## src/rtl/wave_gen_if.sv

```systemverilog
// rtl/wave_gen_if.sv - control/sample bundle between the DAC sequencer and wave_gen
interface wave_gen_if #(
    parameter int ACC_WIDTH = 24
);
    logic                 next;
    logic [1:0]           wave_sel;
    logic [ACC_WIDTH-1:0] step;
    logic [7:0]           amp;
    logic                 phase_clr;
    logic [11:0]          value;
    logic                 valid;
    logic                 done;
    logic                 busy;
    logic                 overrun;

    // Sequencer side: issues strobes and settings, consumes samples
    modport master (
        output next, wave_sel, step, amp, phase_clr,
        input  value, valid, done, busy, overrun
    );

    // Generator side
    modport slave (
        input  next, wave_sel, step, amp, phase_clr,
        output value, valid, done, busy, overrun
    );
endinterface

```

## src/rtl/wave_gen.sv

```systemverilog
// rtl/wave_gen.sv - phase-accumulator waveform generator with three-cycle sample pipeline
module wave_gen #(
    parameter int ACC_WIDTH = 24
) (
    input  logic       clk,
    input  logic       rst,
    wave_gen_if.slave  bus
);

    typedef enum logic [1:0] {
        IDLE  = 2'd0,
        SHAPE = 2'd1,
        SCALE = 2'd2
    } state_t;

    localparam logic [1:0] SEL_SQUARE = 2'b00;
    localparam logic [1:0] SEL_TRI    = 2'b01;
    localparam logic [1:0] SEL_SAW    = 2'b10;

    state_t               state_q, state_d;
    logic [ACC_WIDTH-1:0] acc_q, acc_d;
    logic [1:0]           sel_q, sel_d;
    logic [7:0]           amp_q, amp_d;
    logic [11:0]          raw_q, raw_d;
    logic [11:0]          value_q, value_d;
    logic                 valid_q, valid_d;
    logic                 done_q, done_d;
    logic                 overrun_q, overrun_d;

    logic [11:0]          phase;
    logic [11:0]          tri_ramp;
    logic [11:0]          shape_raw;
    logic [20:0]          product;
    logic                 unused_product_bits;

    assign phase    = acc_q[ACC_WIDTH-1 -: 12];
    assign tri_ramp = {phase[10:0], 1'b0};

    // Waveform lookup from the phase index using the selection latched at sample start
    always_comb begin
        shape_raw = 12'hFFF;
        case (sel_q)
            SEL_SQUARE: shape_raw = phase[11] ? 12'h000 : 12'hFFF;
            SEL_TRI:    shape_raw = phase[11] ? ~tri_ramp : tri_ramp;
            SEL_SAW:    shape_raw = phase;
            default:    shape_raw = 12'hFFF;
        endcase
    end

    // amp+1 makes 255 a unity gain, so the top 12 of the low 20 product bits are the result
    assign product             = 21'(raw_q) * 21'({1'b0, amp_q} + 9'd1);
    assign unused_product_bits = &{1'b0, product[20], product[7:0]};

    // Next-state and datapath updates; phase_clr overrides any accumulator step
    always_comb begin
        state_d   = state_q;
        acc_d     = acc_q;
        sel_d     = sel_q;
        amp_d     = amp_q;
        raw_d     = raw_q;
        value_d   = value_q;
        valid_d   = valid_q;
        done_d    = 1'b0;
        overrun_d = overrun_q;
        case (state_q)
            IDLE: begin
                if (bus.next) begin
                    state_d = SHAPE;
                    acc_d   = acc_q + bus.step;
                    sel_d   = bus.wave_sel;
                    amp_d   = bus.amp;
                end
            end
            SHAPE: begin
                state_d = SCALE;
                raw_d   = shape_raw;
            end
            SCALE: begin
                state_d = IDLE;
                value_d = product[19:8];
                valid_d = 1'b1;
                done_d  = 1'b1;
            end
            default: state_d = IDLE;
        endcase
        if (bus.next && (state_q != IDLE)) begin
            overrun_d = 1'b1;
        end
        if (bus.phase_clr) begin
            acc_d = '0;
        end
    end

    // State register; reset aborts any in-flight sample
    always_ff @(posedge clk) begin
        if (rst) begin
            state_q   <= IDLE;
            acc_q     <= '0;
            sel_q     <= 2'b00;
            amp_q     <= 8'd0;
            raw_q     <= 12'd0;
            value_q   <= 12'd0;
            valid_q   <= 1'b0;
            done_q    <= 1'b0;
            overrun_q <= 1'b0;
        end else begin
            state_q   <= state_d;
            acc_q     <= acc_d;
            sel_q     <= sel_d;
            amp_q     <= amp_d;
            raw_q     <= raw_d;
            value_q   <= value_d;
            valid_q   <= valid_d;
            done_q    <= done_d;
            overrun_q <= overrun_d;
        end
    end

    assign bus.value   = value_q;
    assign bus.valid   = valid_q;
    assign bus.done    = done_q;
    assign bus.busy    = (state_q != IDLE);
    assign bus.overrun = overrun_q;

endmodule

```

## src/flat_wrapper.sv

```systemverilog
// flat-port wrapper written by rule: the top's interface ports become plain ports
module wave_gen_flat 
#(
    parameter int ACC_WIDTH = 24
)
  (clk, rst, bus_next, bus_wave_sel, bus_step, bus_amp, bus_phase_clr, bus_value, bus_valid, bus_done, bus_busy, bus_overrun);
  wave_gen_if #(.ACC_WIDTH(ACC_WIDTH)) bus_i ();
  input  logic clk;
  input  logic rst;
  input wire logic [$bits(bus_i.next)-1:0] bus_next;
  input wire logic [$bits(bus_i.wave_sel)-1:0] bus_wave_sel;
  input wire logic [$bits(bus_i.step)-1:0] bus_step;
  input wire logic [$bits(bus_i.amp)-1:0] bus_amp;
  input wire logic [$bits(bus_i.phase_clr)-1:0] bus_phase_clr;
  output wire logic [$bits(bus_i.value)-1:0] bus_value;
  output wire logic [$bits(bus_i.valid)-1:0] bus_valid;
  output wire logic [$bits(bus_i.done)-1:0] bus_done;
  output wire logic [$bits(bus_i.busy)-1:0] bus_busy;
  output wire logic [$bits(bus_i.overrun)-1:0] bus_overrun;
  assign bus_i.next = bus_next;
  assign bus_i.wave_sel = bus_wave_sel;
  assign bus_i.step = bus_step;
  assign bus_i.amp = bus_amp;
  assign bus_i.phase_clr = bus_phase_clr;
  assign bus_value = bus_i.value;
  assign bus_valid = bus_i.valid;
  assign bus_done = bus_i.done;
  assign bus_busy = bus_i.busy;
  assign bus_overrun = bus_i.overrun;
  wave_gen #(.ACC_WIDTH(ACC_WIDTH)) u_core (.clk(clk), .rst(rst), .bus(bus_i));
endmodule
```

## config.mk

```make
export PLATFORM = sky130hd
export DESIGN_NAME = wave_gen_flat
export DESIGN_NICKNAME = d
export VERILOG_FILES = /design/src/rtl/wave_gen_if.sv /design/src/rtl/wave_gen.sv /design/src/flat_wrapper.sv
export SDC_FILE = /design/constraint.sdc
export NUM_CORES = 1
export LEC_CHECK = 0
export CORE_UTILIZATION = 60
export CTS_CLUSTER_DIAMETER = 120
export DETAILED_ROUTE_END_ITERATION = 7
export HOLD_SLACK_MARGIN = 0.12
export PLACE_DENSITY_LB_ADDON = 0.1
export SYNTH_ARGS = -nofsm -noshare
export SYNTH_HDL_FRONTEND = slang
export SYNTH_SLANG_ARGS = --single-unit
```

## constraint.sdc

```tcl
create_clock -name clk -period 10.9 [get_ports clk]
set_input_delay 1.09 -clock clk [delete_from_list [all_inputs] [get_ports clk]]
set_output_delay 1.09 -clock clk [all_outputs]
set_load 0.005 [all_outputs]
```

==> impl_metrics.py <==
metrics = {
    "cts": {
        "cts_made_buffers": 9,
        "cts_tree": "built",
        "cts.clk_slew.worst_paths_ns": 0.06,
        "cts-root-buf": "clkbuf_16",
        "clockBufferDepth": 2,
        "postCtsSetupBuffers": 0,
        "holdBufCountCts": 0,
        "cts.sinks": 63,
        "cts.htree.levels": 3,
        "ctsResizeCount": 0,
        "clock_latency_ns": 0.34,
    },
    "yosys": {
        "seq_area_frac_synth_pct": 18.6,
        "synth_async_sr_flop_share_pct": 0,
        "synth.net_count": 1008,
        "syn_area_um2": 6780,
        "syn_area_per_cell_um2": 8.06,
        "synthCells": 841,
        "synth_warnings": 0,
        "synth-edff-count": 0,
        "synth.distinct_cells": 61,
        "synth_ff_type": "dfxtp_1",
        "ys_ff_latch": 63,
    },
    "sta": {
        "finClkSkew_ns": 0.00917,
        "setup_viol": 0,
        "maxSlewHeadroom_pct": 37.7,
        "final.period_utilization_pct": 57.6,
        "period_needed_ns": 6.28,
        "hold_viol": 0,
        "tightest_slew_ns": 0.927,
        "rsz0062_at_grt": "no",
        "fin_setup_tns_ns": 0,
        "drv_slew": 0,
        "fmax_mhz": 159,
    },
    "routing": {
        "drc": 0,
        "drt_iter0_markers": 297,
        "num_vias": 5740,
        "ant_nets": 0,
        "wl_mm": 15.7,
        "first_pass_iters": 7,
        "vias_per_cell": 5.71,
        "wl_per_cell_um": 15.6,
    },
    "finish": {
        "antennaDiodeCount": 0,
        "nets": 1028,
        "drive_above_1_share_pct": 4.27,
        "final_cells": 1006,
        "syn_to_final_growth_pct": 13.3,
        "fill_cells": 863,
    },
    "power_and_ir_drop": {
        "clkPwrFrac_pct": 44.5,
        "peakVddDrop_mv": 0.0739,
        "p_per_area_nw_per_um2": 100,
        "intPower_mw": 0.538,
        "p_comb_share_pct": 21.4,
        "switching_share_pct": 29.9,
        "power_switching_mw": 0.230,
        "pwr-share-seq_pct": 34.1,
        "p_leak_nw": 3.57,
    },
    "worst_setup_path": {
        "cp-endpoint": "u_core.bus.value[11]",
        "cp.depth": 20,
        "end_kind": "register",
        "arrival_ns": 6.51,
        "path_buf_inv": 1,
        "worst-r2r-cell-count": 20,
        "max_stage_delay_ns": 0.67,
        "cp_common_cell": "fa_1",
        "crit_fanout": 15,
        "critical_path.cell_chain": "and3_1 -> nand3_1 -> nor2_1 -> xor2_1 -> nand2_1 -> fa_1 -> fa_1 -> inv_1 -> fa_1 -> fa_1 -> ha_1 -> nor4_1 -> o21ai_1 -> a31oi_1 -> a31oi_1 -> nand4_1 -> nand4b_2 -> o31ai_2 -> xnor2_1 -> a22o_1",
        "timing.rr.start": "u_core.amp_q[0]",
        "startpoint_type": "register",
        "r2r_setup_slack_ns": 4.62,
        "crit_type": "reg2reg",
        "slowest_stage": "xor2_1",
        "cp_top_family": "adder cells",
        "worstReg2RegEnd": "u_core.bus.value[11]",
        "cp-startpoint": "u_core.amp_q[0]",
        "cp.required_ns": 11.13,
    },
    "global_routing": {
        "grt_pass1_vias": 5612,
        "track_usage_pct": 29.1,
        "grt_max_degree": 41,
        "antenna_found_initial": 0,
        "grt_overflow_total": 0,
        "grt_pass1_wl_mm": 26.4,
    },
    "hold_path": {
        "hp-start": "u_core.acc_q[7]",
        "holdPathStages": 2,
        "hp-class": "reg2reg",
    },
    "floorplanning": {
        "die_area_um2": 11700,
        "io_pins": 54,
        "core_area_um2": 10900,
        "num_rows": 38,
        "initial_core_util_pct": 62.0,
        "die_h_um": 108,
        "die_w_um": 108,
    },
    "placed_design": {
        "place.gp.congestion": 0.847,
        "dp.cells": 990,
        "dp_hpwl_mm": 11.9,
        "io_buffers": 53,
    },
    "outcome": {
        "status": "complete, no violations",
    },
    "flow_run": {
        "cap_violations": 0,
    },
}
## registers in the layout, indices dropped and copies added (netlist names)
name	cells
u_core.amp_q	8
u_core.bus.overrun	1
u_core.bus.valid	1
u_core.sel_q	2
u_core.raw_q	12
u_core.acc_q	24
u_core.bus.value	12
u_core.state_q	2
u_core.bus.done	1
## stage by stage
stage | instance area [um2] | hold WS (ns) | utilization (%) | setup WS [ns] | total power [mW]
finish | 7680 | 0.457 | 70.3 | 4.62 | 0.768
global route | 7680 | 0.473 | 70.3 | 4.27 | 0.806
detailed placement | 7340 | 0.450 | 67.1 | 4.68 | 0.429
floorplan | 6780 | 0.436 | - | 5.68 | 0.380
CTS | 7680 | 0.458 | 70.3 | 4.69 | 0.771
global placement | 7340 | 0.442 | 67.1 | 4.95 | 0.422
## final cells by class
class                      instances  area, um2  share of cell area [%]
clock buffer                       9        225                    2.93
clock inverter                     7        121                    1.58
inverter                         107        402                    5.23
multi-input combinational        623       4940                    64.3
sequential                        63       1260                    16.4
tap                              140        175                    2.28
timing repair buffer              57        561                    7.30
## kinds of logic after synthesis
kind of cell	share of synthesized area, %
buf+inv	8.60
compound gates	15.9
flops	18.6
simple gates	20.5
xor+xnor	4.65
fa+ha+maj	31.5
mux	0.148
## cell usage in the layout, fill, tap and decap left out, drive strengths merged, types with 2 or more instances in the layout
master | Yosys | layout
o311ai | 4 | 4
a211oi | 9 | 9
ha | 59 | 59
and2 | 47 | 47
and3 | 7 | 7
buf | 2 | 4
nor3 | 6 | 6
a31oi | 6 | 6
or4 | 4 | 4
o31ai | 2 | 2
clkdlybuf4s50 | 0 | 53
xor2 | 13 | 13
a22o | 3 | 3
o21ai | 16 | 16
fa | 70 | 70
a211o | 3 | 3
clkbuf | 46 | 9
a21oi | 85 | 85
xnor2 | 23 | 23
nand2b | 16 | 16
nand4 | 5 | 5
a21o | 11 | 11
nor3b | 3 | 3
inv | 107 | 107
clkinv | 0 | 4
o21a | 6 | 6
o211ai | 2 | 2
dfxtp | 63 | 63
nor2 | 52 | 52
o221ai | 11 | 11
nor2b | 6 | 6
nand2 | 127 | 127
nand3 | 10 | 10
bufinv | 0 | 3
nand4b | 2 | 2
## worst min-delay path by stage
stage	slack, ns	to
after floorplan	0.44	u_core.acc_q[10]
after global placement	0.44	u_core.acc_q[10]
after detailed placement	0.45	u_core.acc_q[4]
after CTS	0.46	u_core.acc_q[4]
after global routing	0.47	u_core.acc_q[4]
final	0.46	u_core.acc_q[7]
## cell usage after synthesis, types with 2 or more instances
cell type | count | area [um2]
nand4_1 | 5 | 31.3
xor2_1 | 13 | 114
a31oi_1 | 5 | 31.3
nor3b_1 | 2 | 15.0
nand3_1 | 10 | 50.1
a211oi_1 | 7 | 52.6
clkbuf_1 | 46 | 173
o21ai_0 | 9 | 45.0
or4_1 | 4 | 30.0
o221ai_1 | 11 | 96.3
a211oi_2 | 2 | 25.0
nor2b_1 | 6 | 37.5
fa_1 | 70 | 1400
o21ai_1 | 5 | 25.0
a21o_1 | 11 | 82.6
o211ai_1 | 2 | 15.0
o21ai_2 | 2 | 17.5
xnor2_1 | 23 | 201
o311ai_1 | 2 | 17.5
and3_1 | 6 | 37.5
inv_1 | 107 | 402
a21oi_1 | 83 | 415
a22o_1 | 3 | 26.3
o21a_1 | 6 | 45.0
a211o_1 | 2 | 17.5
dfxtp_1 | 63 | 1260
and2_1 | 46 | 288
nand2b_1 | 16 | 100
nor3_1 | 6 | 30.0
nand2_1 | 127 | 477
nor2_1 | 52 | 195
ha_1 | 59 | 738
o311ai_0 | 2 | 17.5
## routing by layer
metal,part of all wire (%),vias to the layer above,track usage (%)
met5,0,-,0
met4,1.3,0,7.92
met3,6.1,19,5.49
met2,48,199,48.6
met1,44,2742,38.7
li1,-,2780,-
## tightest hold or removal path: stages, from the launching register on
cell and delay, ns:
dfxtp_1 0.31, nand2_1 0.05, a21oi_1 0.05
## power by group through the flow
stage | clock network [mW] | registers (mW) | logic (mW)
floorplan | 0 | 0.252 | 0.128
global placement | 0 | 0.265 | 0.157
detailed placement | 0 | 0.266 | 0.163
CTS | 0.346 | 0.261 | 0.164
global route | 0.356 | 0.263 | 0.187
finish | 0.342 | 0.262 | 0.164
(Power assumes the default switching activity.)
